**src/rtl/buzzer_pkg.sv**
```systemverilog
// ============================================================================
// Module      : buzzer_pkg
// Description : Shared state encoding, player count and rotating-priority pick
//               for the buzzer arbiter.
// Revision    : 1.0 - initial release
// ============================================================================
`default_nettype none

package buzzer_pkg;

    localparam int NUM_PLAYERS = 4;

    localparam logic [1:0] ST_IDLE   = 2'd0;
    localparam logic [1:0] ST_ARMED  = 2'd1;
    localparam logic [1:0] ST_LOCKED = 2'd2;

    // Highest priority goes to ptr, then ptr+1, ... wrapping mod 4.
    function automatic logic [1:0] rr_pick(input logic [3:0] req, input logic [1:0] ptr);
        logic [1:0] idx;
        logic [1:0] result;
        logic       found;
        result = ptr;
        found  = 1'b0;
        for (int k = 0; k < NUM_PLAYERS; k++) begin
            idx = ptr + 2'(k);
            if (!found && req[idx]) begin
                result = idx;
                found  = 1'b1;
            end
        end
        return result;
    endfunction

endpackage

`default_nettype wire

```
**src/rtl/buzzer_arbiter_debouncer.sv**
```systemverilog
// ============================================================================
// Module      : debouncer
// Description : 2-FF synchroniser, active-low to active-high inversion and a
//               saturating stable-count debouncer for one player button.
// Revision    : 1.0 - initial release
// ============================================================================
`default_nettype none

module debouncer #(
    parameter int DEBOUNCE_CYCLES = 50000,
    parameter int DB_W            = 16
) (
    input  logic clk,
    input  logic rst,
    input  logic btn_n_i,
    output logic level_o
);

    logic            sync1_q;
    logic            sync2_q;
    logic [DB_W-1:0] cnt_q;
    logic [DB_W-1:0] cnt_d;
    logic            level_q;
    logic            level_d;
    logic            w_pressed;

    assign w_pressed = ~sync2_q;

    always_comb begin
        cnt_d   = cnt_q;
        level_d = level_q;
        if (w_pressed == level_q) begin
            cnt_d = '0;
        end else if (cnt_q >= DB_W'(DEBOUNCE_CYCLES)) begin
            level_d = ~level_q;
            cnt_d   = '0;
        end else if (cnt_q != {DB_W{1'b1}}) begin
            cnt_d = cnt_q + 1'b1;
        end
    end

    // Synchroniser idles in the released state so reset never looks like a press.
    always_ff @(posedge clk or negedge rst) begin
        if (!rst) begin
            sync1_q <= 1'b1;
            sync2_q <= 1'b1;
            cnt_q   <= '0;
            level_q <= 1'b0;
        end else begin
            sync1_q <= btn_n_i;
            sync2_q <= sync1_q;
            cnt_q   <= cnt_d;
            level_q <= level_d;
        end
    end

    assign level_o = level_q;

endmodule

`default_nettype wire

```
**src/rtl/buzzer_arbiter.sv**
```systemverilog
// ============================================================================
// Module      : buzzer_arbiter
// Description : First-press arbiter for four player buttons with arm/clear
//               handshake and rotating tie-break priority.
// Revision    : 1.0 - initial release
// ============================================================================
`default_nettype none

module buzzer_arbiter
    import buzzer_pkg::*;
#(
    parameter int DEBOUNCE_CYCLES = 50000,
    parameter int DB_W            = 16
) (
    input  logic       clk,
    input  logic       rst,
    input  logic [3:0] btn_n,
    input  logic       arm,
    input  logic       clear,
    output logic       playerInputFlag,
    output logic [1:0] firstPlayerFlag,
    output logic       armed,
    output logic [3:0] btnLevel
);

    logic [3:0] w_level;
    logic [3:0] lvl_prev_q;
    logic [3:0] pe_q;
    logic [1:0] state_q;
    logic [1:0] state_d;
    logic [1:0] prio_q;
    logic [1:0] prio_d;
    logic [1:0] winner_q;
    logic [1:0] winner_d;
    logic [1:0] w_pick;
    logic       pif_q;
    logic       armed_q;

    generate
        for (genvar i = 0; i < NUM_PLAYERS; i++) begin : g_db
            debouncer #(
                .DEBOUNCE_CYCLES(DEBOUNCE_CYCLES),
                .DB_W           (DB_W)
            ) u_db (
                .clk    (clk),
                .rst    (rst),
                .btn_n_i(btn_n[i]),
                .level_o(w_level[i])
            );
        end
    endgenerate

    assign w_pick = rr_pick(pe_q, prio_q);

    always_comb begin
        state_d  = state_q;
        prio_d   = prio_q;
        winner_d = winner_q;
        if (clear) begin
            state_d = ST_IDLE;
        end else begin
            case (state_q)
                ST_IDLE: begin
                    if (arm) begin
                        state_d = ST_ARMED;
                    end
                end
                ST_ARMED: begin
                    if (|pe_q) begin
                        winner_d = w_pick;
                        prio_d   = w_pick + 2'd1;
                        state_d  = ST_LOCKED;
                    end
                end
                ST_LOCKED: begin
                    state_d = ST_LOCKED;
                end
                default: begin
                    state_d = ST_IDLE;
                end
            endcase
        end
    end

    // Flags are registered from the next state so they line up with state_q.
    always_ff @(posedge clk or negedge rst) begin
        if (!rst) begin
            lvl_prev_q <= 4'b0000;
            pe_q       <= 4'b0000;
            state_q    <= ST_IDLE;
            prio_q     <= 2'd0;
            winner_q   <= 2'd0;
            pif_q      <= 1'b0;
            armed_q    <= 1'b0;
        end else begin
            lvl_prev_q <= w_level;
            pe_q       <= w_level & ~lvl_prev_q;
            state_q    <= state_d;
            prio_q     <= prio_d;
            winner_q   <= winner_d;
            pif_q      <= (state_d == ST_LOCKED);
            armed_q    <= (state_d == ST_ARMED);
        end
    end

    assign playerInputFlag = pif_q;
    assign firstPlayerFlag = winner_q;
    assign armed           = armed_q;
    assign btnLevel        = w_level;

endmodule

`default_nettype wire

```
**config.mk**
```make
export PLATFORM = sky130hd
export DESIGN_NAME = buzzer_arbiter
export DESIGN_NICKNAME = d
export VERILOG_FILES = /design/src/rtl/buzzer_pkg.sv /design/src/rtl/buzzer_arbiter_debouncer.sv /design/src/rtl/buzzer_arbiter.sv
export SDC_FILE = /design/constraint.sdc
export NUM_CORES = 1
export LEC_CHECK = 0
export ABC_AREA = 1
export CELL_PAD_IN_SITES_DETAIL_PLACEMENT = 0
export CELL_PAD_IN_SITES_GLOBAL_PLACEMENT = 1
export CORE_MARGIN = 2
export CORE_UTILIZATION = 30
export CTS_CLUSTER_DIAMETER = 60
export CTS_CLUSTER_SIZE = 14
export DETAILED_ROUTE_END_ITERATION = 7
export PLACE_DENSITY_LB_ADDON = 0.15
export SYNTH_ARGS = -nofsm -noshare
export SYNTH_HDL_FRONTEND = slang
export SYNTH_SLANG_ARGS = --single-unit
```
**constraint.sdc**
```tcl
create_clock -name clk -period 3.5 [get_ports clk]
set_input_delay 0.525 -clock clk [delete_from_list [all_inputs] [get_ports clk]]
set_output_delay 0.525 -clock clk [all_outputs]
set_load 0.02 [all_outputs]
```
### Yosys cells after proc, flatten, opt, wreduce, memory -nomap -nowiden

Cells that the tools add are included.

* bits of input ports: 8
* register bits after elaboration: 92
* output and inout bits: 8
* word-level logic and storage cells: 113

* $lt $le $gt $ge: 8
* equal/unequal tests: 12
* reductions and logical operators: 17
* bitwise gates (word level): 15
* multiplexer cells: 30
* add/sub/neg operators: 8

Operator list (number)
* 16-bit 2-to-1 mux: 12
* 16-bit by 1-bit adder with 16-bit output (second input constant): 4
* 16-bit greater-or-equal comparator (second input constant): 4
* 16-bit != test (second input constant): 4
* 1-bit inverter: 13
* 2-bit by 3-bit < comparator with 1-bit output (second input constant): 4
* 2-bit 2-to-1 mux: 6
* 3-bit nonzero test: 4
* 1-bit binary-select mux with 2-bit select: 4
* 2-bit AND reduction: 4
* 1-bit 2-to-1 mux: 7
* 2-bit case mux with 3 select lines: 1
* 2-bit by 1-bit adder with 2-bit output (second input constant): 2
* 2-bit adder (second input constant): 2
* 4-bit AND: 1
* 1-bit == test: 4
* 2-bit by 1-bit == test with 1-bit output (second input constant): 2
* 2-bit == test (second input constant): 2
* 4-bit inverter: 1
* 4-bit OR reduction: 1
* 1-bit logical AND: 3
* 1-bit logical NOT: 3
* 3-bit AND reduction: 1
* 2-bit logical NOT: 1

### Logic depth before layout (Yosys ltp)

Gate-level depths: netlist (run 1).

* word-level depth: 13
* mapped depth: 14
* mapped depth without buffers: 13

### Hierarchy

From an unflattened synthesis (run 1), not the netlist that was laid out.

* cell total of the unflattened synthesis: 664
* area, all modules: 5420.2 um^2

By module, submodules not included
* debouncer at g_db[0].u_db ...: cells an instance 135, area an instance 1123.6 um^2, instances 3, seq. area each 478.0 um^2
* debouncer at g_db[2].u_db: cells an instance 135, area an instance 1131.1 um^2, instances 1, seq. area each 478.0 um^2
* buzzer_arbiter: cells an instance 124, area an instance 918.4 um^2, instances 1, seq. area each 400.4 um^2

### Least setup slack after synthesis (run 1)

No wires, ideal clock.

* path type: register to register
* start: reg g_db[0].u_db.cnt_q[0]
* end: reg g_db[0].u_db.cnt_q[14]
* arrival time: 1359 ps
* cell stages (with the launch flop): 9
* slack: 2020 ps
* path through: dfrtp_1 ha_1 nand3_1 nor2_1 nand2_1 nor2_2 nand4_1 o21ai_0 nor2_1

* word-level cells in the longest chain between the ends: 4
* elaborated cells on any way between the ends: 7
* classes of those cells: add/sub (1); order compare (1); eq/ne (1); mux (3); reduce/logical (1)

RTL lines
* start: declaration: line buzzer_arbiter_debouncer.sv:21 `logic [DB_W-1:0] cnt_q;`
* start signal: assignment: line buzzer_arbiter_debouncer.sv:52 `cnt_q <= cnt_d;`
* 16-bit by 1-bit adder with 16-bit output: line buzzer_arbiter_debouncer.sv:38 `cnt_d = cnt_q + 1'b1;`
* 16-bit 2-to-1 mux: line buzzer_arbiter_debouncer.sv:37 `end else if (cnt_q != {DB_W{1'b1}}) begin`
* 16-bit 2-to-1 mux: line buzzer_arbiter_debouncer.sv:34 `end else if (cnt_q >= DB_W'(DEBOUNCE_CYCLES)) begin`
* 16-bit 2-to-1 mux: line buzzer_arbiter_debouncer.sv:32 `if (w_pressed == level_q) begin`

Parallel ways exist; a longest one is shown, timed or not. The select of a mux whose other input is x is not followed.
A chain may end at the register's enable or synchronous reset.

### Worst setup path in the final report (run 1)

* start: reg g_db[1].u_db.level_q
* end: out btnLevel[1]

RTL lines
* start: declaration: line buzzer_arbiter_debouncer.sv:23 `logic level_q;`
* start signal: assignment: line buzzer_arbiter_debouncer.sv:53 `level_q <= level_d;`
* end: declaration: line buzzer_arbiter.sv:23 `output logic [3:0] btnLevel`

No word-level cell between the ends.

==> impl_metrics.yaml, run 1 <==
clock_tree:
  cts_root_buffer: "clkbuf_16"
  htreeDepth: 3
  clk_pin_slew_ns: 0.06
  cts_tree: "done"
  clock_sinks: 92
  postCtsHoldBufs: 0
  clk_path_buf_depth: 2
  worstSkewPairLatency_ns: 0.35
  cts_resized: 0
  cts_buffers: 9
  cts_setup_buffers: 0
job:
  cap_viol_max_count: 0
pwr:
  p_sw_uw: 507
  combPwrFrac_pct: 4.9
  pwr-share-seq_pct: 52.2
  clkPwrFrac_pct: 42.9
  p_per_area_nw_per_um2: 406
  leakage_nw: 2.30
  p_int_mw: 1.60
  peakVddDrop_mv: 0.217
  p_sw_share_pct: 24.0
timing:
  fin_tns_setup_ns: 0
  relSlewSlack_pct: 52.2
  finalMaxSlewViolations: 0
  hold_violations: 0
  setup_ws_ns: 1.56
  rsz0062_at_grt: "no"
  finalSetupViolCount: 0
  worstMarginPinSlew_ns: 0.717
  finalCritPeriodShare_pct: 55.3
  fin_crit_ns: 1.94
  fmax_mhz: 516
  fin_skew_ns: 0.00726
final_layout:
  syn2layout_area_growth_pct: 13.1
  nets: 578
  drive_gt1_share_pct: 10.4
  antenna_cells: 0
  final_cell_mix: "112 x nand2_1, 84 x dfrtp_1, 69 x inv_1, 69 x nor2_1, 28 x nand3_1"
  instances_no_fill: 755
  final_common_cell: "nand2_1"
global_route:
  grt_pass1_vias: 3319
  track_usage_pct: 12.1
  gr-total-overflow: 0
  grt_max_degree: 53
  antenna_found_initial: 0
  grt_pass1_wl_um: 15700
drt:
  wl_per_cell_um: 11.8
  wl_um: 8890
  num_vias: 3413
  vias_per_cell: 4.52
  drtPass1Iterations: 4
  drtIter0Drc: 194
  drc: 0
  ant_nets: 0
worst_setup_path:
  endpoint_kind: "output port"
  critical_path.cell_chain: "clkdlybuf4s50_1"
  critPathMaxFanout: 5
  required_ns: 2.97
  cp.arrival_ns: 1.41
  worst_setup_path_start_kind: "flip-flop"
  reg2regPathDepth: 11
  cp_slowest_stage_delay_ns: 0.64
  cp_top_family: "buffers and inverters"
  path_class: "flip-flop to output port"
  critPathBufInv: 1
  crit_path_top_delay_cell: "clkdlybuf4s50_1"
  path_depth: 1
placement:
  gp_congestion: 0.778
  detailed_place_hpwl_um: 6180
  place_inst: 739
  place_ws_ns: 1.65
  portBuffers: 15
synthesis:
  synth.yosys.warnings: 0
  ys_ff_latch: 92
  syn_avg_cell_area_um2: 8.45
  synthCells: 543
  syn_nets: 559
  yosysSeqAreaShare_pct: 50.4
  syn_area_um2: 4590
  synth_cell_type_count: 35
die:
  die_x_um: 128
  initial_core_util_pct: 30.4
  num_rows: 45
  core_area_um2: 15100
  ios: 16
  die_height_um: 128
  dieArea_um2: 16300
status:
  status: "finished clean"
worst_hold_path:
  hp-class: "primary input to async pin"
==> cell type report <==
class | count | area (um^2)
clock buffers | 11 | 233
inverters | 76 | 285
clock inverters | 5 | 37.5
flip-flops and latches | 92 | 2310
repair buffers | 17 | 163
multi-input cells | 366 | 1930
well taps | 188 | 235
fillers | 1556 | 9900
==> synthesized netlist by cell type <==
library cell  number  area, um^2
a211oi_1           3        22.5
a21oi_1           26         130
a22oi_1            1        7.51
a31o_2             2        17.5
a31oi_1            1        6.26
buf_2              2        10.0
buf_4              6        45.0
buf_6              1        11.3
dfrtp_1           84        2100
dfstp_2            8         210
ha_1               8         100
inv_1             69         259
inv_2              7        26.3
nand2_1          112         420
nand2_2            6        37.5
nand3_1           28         140
nand3_2            2        20.0
nand4_1            9        56.3
nor2_1            69         259
nor2_2             6        37.5
nor2_4             4        45.0
nor3_1            21         105
nor3_2             3        30.0
nor3_4             4        65.1
nor3b_1            6        45.0
nor4_1             6        37.5
o211ai_1           2        15.0
o21a_1             3        22.5
o21ai_0           19        95.1
o21ai_1            1        5.00
o21bai_1           1        7.51
o311ai_0           1        8.76
o31ai_1            3        22.5
xnor2_1            7        61.3
xor2_1            12         105
==> per-stage QoR <==
step | util (%) | hold WS, ns | instance area (um^2) | total power [mW]
5_1_grt | 34.4 | 0.288 | 5190 | 2.23
3_3_place_gp | 32.6 | 0.346 | 4920 | 1.23
3_5_place_dp | 32.6 | 0.348 | 4920 | 1.23
6_report | 34.4 | 0.232 | 5190 | 2.11
2_1_floorplan | - | 0.229 | 4590 | 1.18
4_1_cts | 34.4 | 0.256 | 5190 | 2.16
==> power by group through the flow <==
| stage | logic (mW) | registers (mW) | clock network (mW) |
|---|---|---|---|
| after global routing | 0.123 | 1.10 | 1.00 |
| after detailed placement | 0.107 | 1.12 | 0 |
| final | 0.103 | 1.10 | 0.905 |
| after global placement | 0.106 | 1.12 | 0 |
| after CTS | 0.107 | 1.10 | 0.955 |
| after floorplan | 0.0622 | 1.12 | 0 |
==> path summary, 6_finish.rpt <==
kind                       slack (ns)                  from              endpoint
min reg2reg                      0.36  g_db[3].u_db.sync1_q  g_db[3].u_db.sync2_q
max in group asynchronous        2.44                   rst  g_db[2].u_db.sync1_q
max                              1.56  g_db[1].u_db.level_o           btnLevel[1]
max reg2reg                      1.66             prio_q[0]             prio_q[1]
min in group clk                 0.36  g_db[3].u_db.sync1_q  g_db[3].u_db.sync2_q
min                              0.23                   rst            state_q[1]
==> registers in the layout (all words and copies together), names as in the netlist <==
name and flops:
g_db.u_db.cnt_q 64, g_db.u_db.level_o 4, g_db.u_db.sync1_q 4, g_db.u_db.sync2_q 4
lvl_prev_q 4, pe_q 4, firstPlayerFlag 2, prio_q 2
state_q 2, armed 1, playerInputFlag 1
==> cell families (layout without fill, tap and decap cells) <==
logic type,after synthesis,in the layout,synth area share [%]
XOR/XNOR,19,19,3.63
AO/OA/AOI/OAI,63,63,7.85
AND/OR/NAND/NOR,276,276,28.3
adder cells (fa/ha/maj),8,8,2.18
flip-flops,92,92,50.4
buffers and inverters,85,109,7.66
==> layer usage <==
layer  global-route usage (%)  up-vias  part of all wire (%)  wire [um]
met5                        0        -                     0          0
met4                     5.04        0                   1.7        148
met3                     3.46        9                   2.8        245
met2                     18.7       31                    45       4030
met1                     16.1     1594                    50       4470
li1                         -     1779                     -          -
(Power assumes the default switching activity.)
==> inputs of run 2 (changes only) <==
==> constraint.sdc (replaced) <==
create_clock -name clk -period 1.55 [get_ports clk]
set_input_delay 0.2325 -clock clk [delete_from_list [all_inputs] [get_ports clk]]
set_output_delay 0.2325 -clock clk [all_outputs]
set_load 0.02 [all_outputs]
==> run 2 against run 1 <==
Net effect:
- the flow now finishes with violations (setup timing)
- combinational power rose to 3.1 times the previous value
- worst setup slack got worse by 1.6 ns
- register-to-register slack got worse by 1.7 ns
- routed wire length rose by 6.8%
- core utilization rose by 5.8 points
- die area did not move
==> impl_metrics.yaml, run 2 (same netlist as run 1, synthesis figures left out) <==
global_route:
  antenna_found_initial: 0
  grt_pass1_vias: 3482
  grt_max_degree: 92
  grt_pass1_wl_um: 15900
  track_usage_pct: 12.1
  gr-total-overflow: 0
final_layout:
  regMostFlops: "g_db.u_db.cnt_q"
  final_cell_mix: "92 x nand2_1, 81 x dfrtp_1, 61 x inv_1, 61 x buf_4, 59 x nor2_1"
  fill_cells: 1505
  antenna_cells: 0
  nets: 643
  fin_util_pct: 40.2
  drive_gt1_share_pct: 31.3
  syn2layout_area_growth_pct: 32.3
  largest_reg_flops: 64
  final_common_cell: "nand2_1"
timing:
  setup_ws_ns: -0.0518
  fin_crit_ns: 1.60
  hold_violations: 0
  rsz0062_at_grt: "yes"
  fin_skew_ns: 0.00600
  finalMaxSlewViolations: 0
  fmax_mhz: 624
  whs_ns: 0.206
  finalCritPeriodShare_pct: 103
  finalSetupViolCount: 1
  relSlewSlack_pct: 66.7
  worstMarginPinSlew_ns: 0.500
die:
  num_rows: 45
  die_x_um: 128
  dieArea_um2: 16300
  core_area_um2: 15100
  initial_core_util_pct: 30.4
  die_height_um: 128
  ios: 16
drt:
  drc: 0
  vias_per_cell: 4.51
  num_vias: 3695
  drtIter0Drc: 117
  ant_nets: 0
  wl_um: 9500
  top_layer_used: "met4"
  wl_met3_um: 231
  wl_per_cell_um: 11.6
  drtPass1Iterations: 4
  wl_met1_um: 4720
  met2WireLength_um: 4370
worst_setup_path:
  crit_path_top_delay_cell: "dfrtp_2"
  cp-endpoint: "prio_q[1]"
  cp_slowest_stage_delay_ns: 0.46
  critPathMaxFanout: 8
  worst_setup_path_start_kind: "flip-flop"
  reg2regPathDepth: 13
  required_ns: 1.79
  r2r_setup_slack_ns: -0.05
  timing.rr.start: "prio_q[0]"
  endpoint_kind: "flip-flop"
  critical_path.cell_chain: "buf_6, nand2_2, nand2_1, nand2_2, nand2_4, nor2_4, nand2_2, nand2_2, nand2_2, nand2_2, nand3_2, nand2_2, nand2_1"
  crit_start: "prio_q[0]"
  crit_path_frequent_cell: "nand2_2"
  path_class: "flip-flop to flip-flop"
  cp.arrival_ns: 1.84
  rr_endpoint: "prio_q[1]"
clock_tree:
  htreeDepth: 3
  worstSkewPairLatency_ns: 0.35
  cts_root_buffer: "clkbuf_16"
  clk_pin_slew_ns: 0.07
  clock_sinks: 92
  cts_tree: "done"
  cts_buffers: 9
  clk_path_buf_depth: 2
status:
  violations: "setup timing"
  status: "finished with violations"
placement:
  gp_congestion: 0.796
  portBuffers: 15
  detailed_place_hpwl_um: 6420
worst_hold_path:
  hp-class: "primary input to async pin"
job:
  cap_viol_max_count: 0
pwr:
  p_per_area_nw_per_um2: 831
  peakVddDrop_mv: 0.514
  leakage_nw: 2.75
[run 2: cell count changes in the layout (fill, tap and decap cells not counted), sizes merged]
cell | previous run | this run
buf | 3 | 66
bufinv | 0 | 1
nor2 | 79 | 80
dlygate4sd2 | 0 | 6
clkdlybuf4s50 | 14 | 8
dlygate4sd3 | 0 | 1
clkinv | 2 | 1
[run 2: critical path, delay by kind of cell, from the launching register on]
family                 cells  cell delay [ns]
flip-flops                 1             0.46
AND/OR/NAND/NOR           12             0.87
buffers and inverters      1             0.16
[run 2: worst min path at each step]
stage,slack (ns),end
2_1_floorplan,-0.06,armed
3_3_place_gp,0.02,playerInputFlag
3_5_place_dp,0.03,playerInputFlag
4_1_cts,0.19,playerInputFlag
5_1_grt,0.20,playerInputFlag
6_report,0.21,playerInputFlag
[run 2: layout make-up]
| type | count | area [um^2] | share of cell area (%) |
|---|---|---|---|
| sequential | 92 | 2320 | 38.1 |
| multi-input combinational | 367 | 2260 | 37.3 |
| timing repair buffer | 81 | 666 | 11.0 |
| inverter | 76 | 290 | 4.78 |
| clock buffer | 11 | 243 | 4.00 |
| tap | 188 | 235 | 3.87 |
| clock inverter | 5 | 58.8 | 0.968 |
[run 2: repair_timing]
action | CTS | global route
setup endpoints to repair | 8 | 44
gates cloned | 0 | 1
setup buffers | 3 | 13
endpoints found under the hold margin | 84 | 0
hold buffers | 1 | 0
pin swaps | 0 | 33
gates resized for setup | 12 | 94
[run 2: through the flow]
stage / instances / setup WS, ns / cell area (um^2) / setup TNS, ns / power, mW
final: 820 / -0.0518 / 6070 / -0.0518 / 5.05
after global routing: 820 / -0.148 / 6070 / -0.842 / 5.28
after CTS: 806 / -0.0113 / 5630 / -0.0113 / 5.14
after detailed placement: 786 / -0.0604 / 5290 / -0.0648 / 2.81
after global placement: 786 / -0.0245 / 5290 / -0.0245 / 2.81
after floorplan: 543 / 0.0696 / 4590 / 0 / 2.66
[run 2: per-layer routing]
layer  GRT usage (%)  vias up
li1                -     1913
met1            16.5     1739
met2            18.4       27
met3            3.17       16
met4            5.04        0
met5               0        -
[run 2: where the power goes]
| group | switching (mW) | internal, mW | total (mW) |
|---|---|---|---|
| Sequential | 0.0321 | 2.45 | 2.48 |
| Combinational | 0.193 | 0.126 | 0.319 |
| Clock | 0.947 | 1.30 | 2.24 |
| Total | 1.17 | 3.87 | 5.05 |
